==> src/rtl/mem_port_rr_arbiter_pkg.sv <==
// Shared types and constants for the round-robin memory-port arbiter.
package mem_port_rr_arbiter_pkg;

    localparam int ADDR_W = 32;
    localparam int DATA_W = 32;
    localparam int BE_W   = DATA_W / 8;

    localparam logic [DATA_W-1:0] ERR_DATA = '0;

    typedef enum logic [1:0] {
        IDLE,
        ISSUE,
        WAIT
    } state_e;

    typedef struct packed {
        logic [ADDR_W-1:0] addr;
        logic              we;
        logic [BE_W-1:0]   be;
        logic [DATA_W-1:0] wdata;
    } req_fields_t;

endpackage

==> src/rtl/mem_port_rr_arbiter_if.sv <==
// Requester-side and memory-side bus of the arbiter.
interface mem_port_rr_arbiter_if #(
    parameter int NB_REQ     = 3,
    parameter int ADDR_WIDTH = 32,
    parameter int DATA_WIDTH = 32
);
    localparam int BE_WIDTH = DATA_WIDTH / 8;

    logic [NB_REQ-1:0]                 req_i;
    logic [NB_REQ-1:0][ADDR_WIDTH-1:0] addr_i;
    logic [NB_REQ-1:0]                 we_i;
    logic [NB_REQ-1:0][BE_WIDTH-1:0]   be_i;
    logic [NB_REQ-1:0][DATA_WIDTH-1:0] wdata_i;
    logic [NB_REQ-1:0]                 gnt_o;
    logic [NB_REQ-1:0]                 rvalid_o;
    logic [DATA_WIDTH-1:0]             rdata_o;
    logic                              rerr_o;

    logic                  mem_req_o;
    logic [ADDR_WIDTH-1:0] mem_addr_o;
    logic                  mem_we_o;
    logic [BE_WIDTH-1:0]   mem_be_o;
    logic [DATA_WIDTH-1:0] mem_wdata_o;
    logic                  mem_gnt_i;
    logic                  mem_rvalid_i;
    logic [DATA_WIDTH-1:0] mem_rdata_i;

    // The arbiter masters the memory port.
    modport master (
        input  req_i, addr_i, we_i, be_i, wdata_i, mem_gnt_i, mem_rvalid_i, mem_rdata_i,
        output gnt_o, rvalid_o, rdata_o, rerr_o,
        output mem_req_o, mem_addr_o, mem_we_o, mem_be_o, mem_wdata_o
    );

    modport slave (
        output req_i, addr_i, we_i, be_i, wdata_i, mem_gnt_i, mem_rvalid_i, mem_rdata_i,
        input  gnt_o, rvalid_o, rdata_o, rerr_o,
        input  mem_req_o, mem_addr_o, mem_we_o, mem_be_o, mem_wdata_o
    );

endinterface

==> src/rtl/mem_port_rr_arbiter_rr_pick.sv <==
// Combinational round-robin pick: first set request at or above ptr, with wrap.
module rr_pick #(
    parameter  int N  = 3,
    localparam int PW = $clog2(N)
) (
    input  logic [N-1:0]  req,
    input  logic [PW-1:0] ptr,
    output logic [N-1:0]  winner,
    output logic          valid
);

    // Scan farthest-first so the nearest requester to ptr is the last to win.
    always_comb begin
        winner = '0;
        for (int i = N - 1; i >= 0; i--) begin
            if (req[(int'(ptr) + i) % N]) winner = N'(1) << ((int'(ptr) + i) % N);
        end
    end

    assign valid = |req;

endmodule

==> src/rtl/mem_port_rr_arbiter.sv <==
// Round-robin arbiter sharing one single-outstanding req/gnt/rvalid memory port.
module mem_port_rr_arbiter
    import mem_port_rr_arbiter_pkg::*;
#(
    parameter int NB_REQ     = 3,
    parameter int ADDR_WIDTH = ADDR_W,
    parameter int DATA_WIDTH = DATA_W,
    parameter int TIMEOUT    = 255
) (
    input logic clk,
    input logic rst_n,
    mem_port_rr_arbiter_if.master bus
);

    localparam int PW = $clog2(NB_REQ);
    localparam int CW = (TIMEOUT > 1) ? $clog2(TIMEOUT + 1) : 1;

    state_e      state_q, state_d;
    logic [PW-1:0] ptr_q, owner_q, win_idx, ptr_next;
    logic [CW-1:0] cnt_q;
    req_fields_t fld_q;
    logic [NB_REQ-1:0] win_oh;
    logic          win_vld;

    rr_pick #(.N(NB_REQ)) u_pick (
        .req    (bus.req_i),
        .ptr    (ptr_q),
        .winner (win_oh),
        .valid  (win_vld)
    );

    always_comb begin
        win_idx = '0;
        for (int i = 0; i < NB_REQ; i++) begin
            if (win_oh[i]) win_idx = PW'(i);
        end
        ptr_next = (win_idx == PW'(NB_REQ - 1)) ? '0 : win_idx + PW'(1);
    end

    always_ff @(posedge clk) begin
        if (!rst_n) begin
            state_q <= IDLE;
            ptr_q   <= '0;
            owner_q <= '0;
            cnt_q   <= '0;
            fld_q   <= '0;
        end else begin
            state_q <= state_d;
            if (state_q == IDLE && win_vld) begin
                owner_q <= win_idx;
                ptr_q   <= ptr_next;
                fld_q   <= '{addr:  bus.addr_i[win_idx],
                             we:    bus.we_i[win_idx],
                             be:    bus.be_i[win_idx],
                             wdata: bus.wdata_i[win_idx]};
            end
            // Held at 0 outside WAIT so it starts from 0 on every entry.
            cnt_q <= (state_q == WAIT) ? cnt_q + CW'(1) : '0;
        end
    end

    always_comb begin
        state_d      = state_q;
        bus.gnt_o    = '0;
        bus.rvalid_o = '0;
        bus.rdata_o  = '0;
        bus.rerr_o   = 1'b0;
        case (state_q)
            IDLE: begin
                if (win_vld) begin
                    bus.gnt_o = win_oh;
                    state_d   = ISSUE;
                end
            end
            ISSUE: begin
                if (bus.mem_gnt_i) begin
                    state_d = WAIT;
                    if (bus.mem_rvalid_i) begin
                        bus.rvalid_o[owner_q] = 1'b1;
                        bus.rdata_o           = bus.mem_rdata_i;
                        state_d               = IDLE;
                    end
                end
            end
            WAIT: begin
                if (bus.mem_rvalid_i) begin
                    bus.rvalid_o[owner_q] = 1'b1;
                    bus.rdata_o           = bus.mem_rdata_i;
                    state_d               = IDLE;
                end else if (TIMEOUT != 0 && cnt_q == CW'(TIMEOUT)) begin
                    bus.rvalid_o[owner_q] = 1'b1;
                    bus.rerr_o            = 1'b1;
                    bus.rdata_o           = ERR_DATA;
                    state_d               = IDLE;
                end
            end
            default: state_d = IDLE;
        endcase
    end

    assign bus.mem_req_o   = (state_q == ISSUE);
    assign bus.mem_addr_o  = fld_q.addr;
    assign bus.mem_we_o    = fld_q.we;
    assign bus.mem_be_o    = fld_q.be;
    assign bus.mem_wdata_o = fld_q.wdata;

endmodule
==> src/flat_wrapper.sv <==
// flat-port wrapper written by rule: the top's interface ports become plain ports
module mem_port_rr_arbiter_flat import mem_port_rr_arbiter_pkg::*;
#(
    parameter int NB_REQ     = 3,
    parameter int ADDR_WIDTH = ADDR_W,
    parameter int DATA_WIDTH = DATA_W,
    parameter int TIMEOUT    = 255
)
  (clk, rst_n, bus_req_i, bus_addr_i, bus_we_i, bus_be_i, bus_wdata_i, bus_mem_gnt_i, bus_mem_rvalid_i, bus_mem_rdata_i, bus_gnt_o, bus_rvalid_o, bus_rdata_o, bus_rerr_o, bus_mem_req_o, bus_mem_addr_o, bus_mem_we_o, bus_mem_be_o, bus_mem_wdata_o);
  mem_port_rr_arbiter_if #(.NB_REQ(NB_REQ), .ADDR_WIDTH(ADDR_WIDTH), .DATA_WIDTH(DATA_WIDTH)) bus_i ();
  input logic clk;
  input logic rst_n;
  input wire logic [$bits(bus_i.req_i)-1:0] bus_req_i;
  input wire logic [$bits(bus_i.addr_i)-1:0] bus_addr_i;
  input wire logic [$bits(bus_i.we_i)-1:0] bus_we_i;
  input wire logic [$bits(bus_i.be_i)-1:0] bus_be_i;
  input wire logic [$bits(bus_i.wdata_i)-1:0] bus_wdata_i;
  input wire logic [$bits(bus_i.mem_gnt_i)-1:0] bus_mem_gnt_i;
  input wire logic [$bits(bus_i.mem_rvalid_i)-1:0] bus_mem_rvalid_i;
  input wire logic [$bits(bus_i.mem_rdata_i)-1:0] bus_mem_rdata_i;
  output wire logic [$bits(bus_i.gnt_o)-1:0] bus_gnt_o;
  output wire logic [$bits(bus_i.rvalid_o)-1:0] bus_rvalid_o;
  output wire logic [$bits(bus_i.rdata_o)-1:0] bus_rdata_o;
  output wire logic [$bits(bus_i.rerr_o)-1:0] bus_rerr_o;
  output wire logic [$bits(bus_i.mem_req_o)-1:0] bus_mem_req_o;
  output wire logic [$bits(bus_i.mem_addr_o)-1:0] bus_mem_addr_o;
  output wire logic [$bits(bus_i.mem_we_o)-1:0] bus_mem_we_o;
  output wire logic [$bits(bus_i.mem_be_o)-1:0] bus_mem_be_o;
  output wire logic [$bits(bus_i.mem_wdata_o)-1:0] bus_mem_wdata_o;
  assign bus_i.req_i = bus_req_i;
  assign bus_i.addr_i = bus_addr_i;
  assign bus_i.we_i = bus_we_i;
  assign bus_i.be_i = bus_be_i;
  assign bus_i.wdata_i = bus_wdata_i;
  assign bus_i.mem_gnt_i = bus_mem_gnt_i;
  assign bus_i.mem_rvalid_i = bus_mem_rvalid_i;
  assign bus_i.mem_rdata_i = bus_mem_rdata_i;
  assign bus_gnt_o = bus_i.gnt_o;
  assign bus_rvalid_o = bus_i.rvalid_o;
  assign bus_rdata_o = bus_i.rdata_o;
  assign bus_rerr_o = bus_i.rerr_o;
  assign bus_mem_req_o = bus_i.mem_req_o;
  assign bus_mem_addr_o = bus_i.mem_addr_o;
  assign bus_mem_we_o = bus_i.mem_we_o;
  assign bus_mem_be_o = bus_i.mem_be_o;
  assign bus_mem_wdata_o = bus_i.mem_wdata_o;
  mem_port_rr_arbiter #(.NB_REQ(NB_REQ), .ADDR_WIDTH(ADDR_WIDTH), .DATA_WIDTH(DATA_WIDTH), .TIMEOUT(TIMEOUT)) u_core (.clk(clk), .rst_n(rst_n), .bus(bus_i));
endmodule
==> config.mk <==
export PLATFORM = sky130hd
export DESIGN_NAME = mem_port_rr_arbiter_flat
export DESIGN_NICKNAME = d
export VERILOG_FILES = /design/src/rtl/mem_port_rr_arbiter_pkg.sv /design/src/rtl/mem_port_rr_arbiter_if.sv /design/src/rtl/mem_port_rr_arbiter_rr_pick.sv /design/src/rtl/mem_port_rr_arbiter.sv /design/src/flat_wrapper.sv
export SDC_FILE = /design/constraint.sdc
export NUM_CORES = 1
export LEC_CHECK = 0
export ABC_CLOCK_PERIOD_IN_PS = 3530
export BUFFER_PORTS_ARGS = -buffer_cell sky130_fd_sc_hd__buf_2
export CAP_MARGIN = 10
export CORE_AREA = 2 2 136 138
export DETAILED_ROUTE_END_ITERATION = 12
export DIE_AREA = 0 0 138 140
export PLACE_DENSITY = 0.57
export SLEW_MARGIN = 20
export SYNTH_ARGS = -nofsm -noshare
export SYNTH_HDL_FRONTEND = slang
export SYNTH_SLANG_ARGS = --single-unit
export TNS_END_PERCENT = 20
==> constraint.sdc <==
create_clock -name clk -period 3.53 [get_ports clk]
set_input_delay 0.706 -clock clk [delete_from_list [all_inputs] [get_ports clk]]
set_output_delay 0.706 -clock clk [all_outputs]
set_load 0.1 [all_outputs]
; ---- After elaboration in Yosys (flattened, before gate mapping)
; Index checks and enable logic that the tools add are counted.
[word_totals]
ff_bits = 83
input_bits = 246
out_inout_bits = 109
elab_cells = 81
[op_classes]
n_addsub = 4
div_mod_pow = 3
n_lt_le_gt_ge = 6
eq_ne = 7
n_shift = 3
mux = 44
n_reduce_logical = 6
[op_table]
columns = operator, count
row1 = 32-bit binary-select mux with 2-bit select, 2
row2 = 32-bit 2-to-1 mux, 4
row3 = "32-bit by 4-bit less-than comparator with 1-bit output, second input constant", 3
row4 = "1-bit by 32-bit << shifter with 3-bit output, first input constant", 3
row5 = "32-bit by 3-bit modulo with 32-bit output, second input constant", 2
row6 = 32-bit one-hot mux with 2 select lines, 1
row7 = "3-bit by 3-bit modulo with 32-bit output, second input constant", 1
row8 = 3-bit 2-to-1 mux, 9
row9 = 2-bit 2-to-1 mux, 7
row10 = 1-bit 2-to-1 mux, 12
row11 = "8-bit by 1-bit adder with 8-bit output, second input constant", 1
row12 = 1-bit binary-select mux with 2-bit select, 4
row13 = 4-bit binary-select mux with 2-bit select, 1
row14 = "8-bit == test, second input constant", 1
row15 = "2-bit by 3-bit less-than comparator with 1-bit output, second input constant", 2
row16 = 2-bit one-hot mux with 3 select lines, 1
row17 = 3-bit one-hot mux with 2 select lines, 1
row18 = "2-bit == test, second input constant", 2
row19 = 4-bit 2-to-1 mux, 1
row20 = "2-bit by 1-bit adder with 3-bit output, second input constant", 1
row21 = "2-bit by 2-bit adder with 3-bit output, second input constant", 1
row22 = "3-bit != test, second input constant", 1
row23 = 3-bit AND reduction, 1
row24 = 3-bit OR reduction, 1
row25 = other kinds (9), 10

; ---- Depth between registers and ports, before layout
[depth]
depth_word = 12
depth_mapped = 10
ltp_nobuf = 8

; ---- Cells and area by module
; Synthesis repeated with hierarchy kept, for this count alone.
[unflattened]
cells_unflattened = 677
area_unflattened_um2 = 4868.4
[by_module_without_submodules]
columns = module, n_inst, cells_per_inst, area_each_um2, seq_area_each_um2
row1 = mem_port_rr_arbiter, 1, 644, 4619.4, 1641.6
row2 = rr_pick, 1, 33, 249.0, 0.0

; ---- Worst setup path before layout
; OpenSTA, ideal clock, no wires.
[synth_path]
kind = register to output
from = register u_core.state_q[1]
to = output bus_rvalid_o[2]
arrival_ns = 3.818
t_required_ns = 2.824
slack_ns = -0.994
stages_incl_launch_ff = 6
n_path_buf = 0
path_cell_list = dfxtp_1 inv_1 ha_1 and3_1 o21ai_0 nor3b_1
[synth_via]
elab_chain_len = 2
elab_cells_between_ends = 3
classes_between = eq/ne: 2 / mux: 1
[synth_rtl]
columns = element, line_no
row1 = start: declaration, mem_port_rr_arbiter.sv:18  ; state_e state_q, state_d;
row2 = start signal: assignment, mem_port_rr_arbiter.sv:48  ; state_q <= state_d;
row3 = 2-bit by 1-bit == test with 1-bit output, -
row4 = named net bus_mem_req_o, flat_wrapper.sv:25  ; output wire logic [$bits(bus_i.mem_req_o)-1:0] bus_mem_req_o;
row5 = 3-bit one-hot mux with 2 select lines, mem_port_rr_arbiter.sv:68  ; case (state_q)
row6 = end: declaration, flat_wrapper.sv:22  ; output wire logic [$bits(bus_i.rvalid_o)-1:0] bus_rvalid_o;
; The timed path passes the listed nets, and every way through them passes these cells.

; ---- Worst setup path in the final report
[layout_path]
from = register u_core.ptr_q[1]
to = output bus_gnt_o[1]
[layout_via]
elab_chain_len = 10
elab_cells_between_ends = 22
classes_between = add/sub: 2 / div: 3 / shift: 3 / mux: 14
[layout_rtl]
columns = element, line_no
row1 = start: declaration, mem_port_rr_arbiter.sv:19  ; logic [PW-1:0] ptr_q, owner_q, win_idx, ptr_next;
row2 = start signal: assignment, mem_port_rr_arbiter.sv:51  ; ptr_q <= ptr_next;
row3 = 2-bit by 2-bit adder with 3-bit output, mem_port_rr_arbiter_rr_pick.sv:16  ; if (req[(int'(ptr) + i) % N]) winner = N'(1) << ((int'(ptr) + i) % N);
row4 = 32-bit by 3-bit modulo with 32-bit output, mem_port_rr_arbiter_rr_pick.sv:16
row5 = 1-bit binary-select mux with 2-bit select, mem_port_rr_arbiter_rr_pick.sv:16
row6 = 1-bit 2-to-1 mux (implied by the code) (2 in a row), mem_port_rr_arbiter_rr_pick.sv:16
row7 = 3-bit 2-to-1 mux (2 in a row), mem_port_rr_arbiter_rr_pick.sv:16
row8 = 3-bit 2-to-1 mux *, mem_port_rr_arbiter_rr_pick.sv:16
row9 = 3-bit 2-to-1 mux *, mem_port_rr_arbiter.sv:70  ; if (win_vld) begin
row10 = 3-bit 2-to-1 mux *, mem_port_rr_arbiter.sv:68
row11 = end: declaration, flat_wrapper.sv:21  ; output wire logic [$bits(bus_i.gnt_o)-1:0] bus_gnt_o;
; Every way passes the cells marked *; elsewhere a longest branch is shown, timed or not. The select of a mux whose other input is x is not followed.

==> reports/metrics.cfg <==
[clock_network]
ctsHoldBuffers=0
cts-root-buf=clkbuf_16
clk_latency_ns=0.34
h-tree-depth=3
cts_tree=built
cts_buffers=9
clk_pin_slew_ns=0.06
clock_path_buffers=2
cts.sink_count=82
post_cts_resized=0
cts_setup_buffers=0

[routing]
drc=0
drtAntennaViolNets=0
dr.pass1.iters=5
num_vias=6412
routed_wl_um=21300
viasPerCell=5.46
post_drt_wl_per_cell_um=18.1
drt_iter0_markers=327

[timing]
finClkSkew_ns=0.00681
timing.final.ws_setup_ns=0.218
timing.hold.ws_ns=0.470
max_freq_ghz=0.302
period_share_pct=93.8
rsz0062_at_grt=no
setup_viol=0
hold_viol=0
maxSlewHeadroom_pct=34.1
drv_slew=0
fin_crit_ns=3.31
setup_tns_ns=0
worstMarginPinSlew_ns=0.982

[place]
hpwl_um=14400
portBuffers=354
pre_cts_slack_ns=0.470
place_congestion=0.789

[global_routing]
grt_antenna_before_repair=2
grt_remaining_overflow=0
track_usage_pct=20.9
grt_max_degree=72
grt_pass1_wl_um=32800
grt_pass1_vias=6212

[power_and_ir_drop]
p_sw_share_pct=55.8
p_clk_share_pct=19.0
p_per_area_nw_per_um2=761
p_leak_nw=3.45
power.net_switching_w=0.00317
seqPwrFrac_pct=22.7
ir_drop_uv=412
power_frac_comb_pct=58.3
cell_internal_pwr_w=0.00251

[worst_setup_path]
worstReg2RegStart=u_core.ptr_q[1]
max_stage_delay_ns=0.45
crit_chain=inv_1 > ha_1 > mux2_4 > a2111o_1 > a22o_2 > a21oi_2 > buf_12
r2r-end=u_core.bus.mem_addr_o[23]
worstPathRequired_ns=2.82
cp_max_fo=6
slowest_stage=a2111o_1
r2r_cells=9
critical_path_class=flip-flop to primary output
r2r_setup_slack_ns=0.55
start_kind=flip-flop
cp-end-kind=primary output
arrival_ns=2.61

[synth]
yosys_warnings=0
synth_top_area_share_pct=31.7
synth_common_cells=dfxtp_1 (82), clkbuf_1 (64), o221ai_1 (54)
synth-main-ff-cell=dfxtp_1
syn_area_per_cell_um2=8.16
ys_types=47
ys_top_cells_by_area=dfxtp_1 (32%), o221ai_1 (9.1%), a2111o_1 (5.9%)
synth_edf_count=0
syn_area_um2=5180
yosysSeqAreaShare_pct=31.7
async_flop_share_pct=0
syn_inst=635
yosysTopAreaCell=dfxtp_1
ys_ff_latch=82
synth_nets=889
post-synth-top-count-cell=dfxtp_1

[hold_path]
hold_start=u_core.cnt_q[0]
min_path_cells=1
hold_path_class=flip-flop to flip-flop
hold_end=u_core.cnt_q[0]

[layout]
drive_gt1_share_pct=42.2
fillers=1849
final_core_utilization_pct=41.9
layout.nets=1193
area_growth_pct=43.9

[die]
dieArea_um2=19300
die_w_um=138
io_pins=355
core-area_um2=17800
fp.dieH_um=140
rows=49
start_util_pct=29.1

[outcome]
status=finished clean

[flow_run]
maxCapViolations=0

cell usage in the layout, fill, tap and decap left out, types with 3 or more instances in the layout:
master     Yosys  routed
o2111ai_1     16      16
o221ai_1      54      54
nand3_1       32      32
o311ai_0      12      12
clkbuf_16      0       9
mux2i_1        3       3
nand2_1       40      40
buf_2          4     351
ha_1           8       8
inv_1         25      24
and3_1        18      18
a22oi_1       27      27
o21ai_1        8       7
nand4_1       29      29
nor2_1        10       9
a31oi_1       43      43
and2_1        33      33
bufinv_16      0       3
a21oi_1       10       8
o211ai_1       3       3
buf_4          0      17
a2111o_1      27      27
xor2_1         3       3
nor3_1         4       4
o311ai_1       4       4
o21ai_0       23      23
dfxtp_1       82      82
o21a_1        18      17
layout make-up:
cell class / instances / area (µm²) / area share [%]
Antenna cell: 2 / 5.00 / 0.0671
Clock buffer: 11 / 233 / 3.12
Clock inverter: 5 / 103 / 1.38
Inverter: 26 / 97.6 / 1.31
Multi-Input combinational cell: 449 / 3160 / 42.4
Sequential cell: 82 / 1640 / 22.0
Tap cell: 229 / 287 / 3.84
Timing Repair Buffer: 371 / 1930 / 25.9
routing by layer:
metal  up-vias  share of wire [%]  track usage [%]
met5         -                  0                0
met4         0                2.0             6.66
met3        28                7.3             5.81
met2       270                 49             35.2
met1      2994                 42             25.9
li1       3120                  -                -
how the worst max path moves through the flow:
stage	slack [ns]	cells past startpoint	from	end
after floorplan	-0.86	2	bus_mem_rvalid_i	bus_rerr_o
after global placement	0.49	6	bus_req_i[1]	bus_gnt_o[1]
after detailed placement	0.47	6	bus_req_i[1]	bus_gnt_o[1]
after CTS	0.08	7	u_core.ptr_q[1]	bus_gnt_o[1]
after global routing	0.04	7	u_core.ptr_q[1]	bus_gnt_o[2]
final	0.22	7	u_core.ptr_q[1]	bus_gnt_o[1]
worst max-delay path, delay by kind of cell, from the launching register on:
family / cells / cell delay (ns)
mux: 1 / 0.32
buf+inv: 2 / 0.31
compound gates: 3 / 0.91
flops: 1 / 0.44
fa+ha+maj: 1 / 0.26
cells by family after synthesis:
group / Yosys count / synth area share, %
AOI/OAI and AO/OA: 251 / 37.6
xor gates and xnor gates: 5 / 0.845
adders and majority gates: 8 / 1.93
buffers and inverters: 104 / 8.21
DFF: 82 / 31.7
muxes: 5 / 1.09
and+or+nand+nor: 180 / 18.7
metrics by stage:
step,power (W),cells,cell area [µm²]
2_1_floorplan,0.00391,635,5190
5_1_grt,0.00592,1175,7460
3_5_place_dp,0.00461,1157,7110
4_1_cts,0.00572,1173,7440
6_report,0.00567,1175,7460
3_3_place_gp,0.00462,1157,7110
flip-flops by register name, indices dropped and copies added, names as in the netlist:
| signal | count |
|---|---|
| u_core.bus.mem_wdata_o | 32 |
| u_core.owner_q | 1 |
| u_core.bus.mem_be_o | 4 |
| u_core.bus.mem_we_o | 1 |
| u_core.state_q | 2 |
| u_core.ptr_q | 2 |
| u_core.bus.mem_addr_o | 32 |
| u_core.cnt_q | 8 |
power by group through the flow:
stage	Clock, W	Sequential, W	Combinational [W]
floorplan	0	0.00285	0.00106
global placement	0	0.00130	0.00331
detailed placement	0	0.00130	0.00331
CTS	0.00112	0.00129	0.00332
global route	0.00115	0.00131	0.00345
finish	0.00108	0.00129	0.00331
Note: power is estimated with default switching activity, not from simulation.
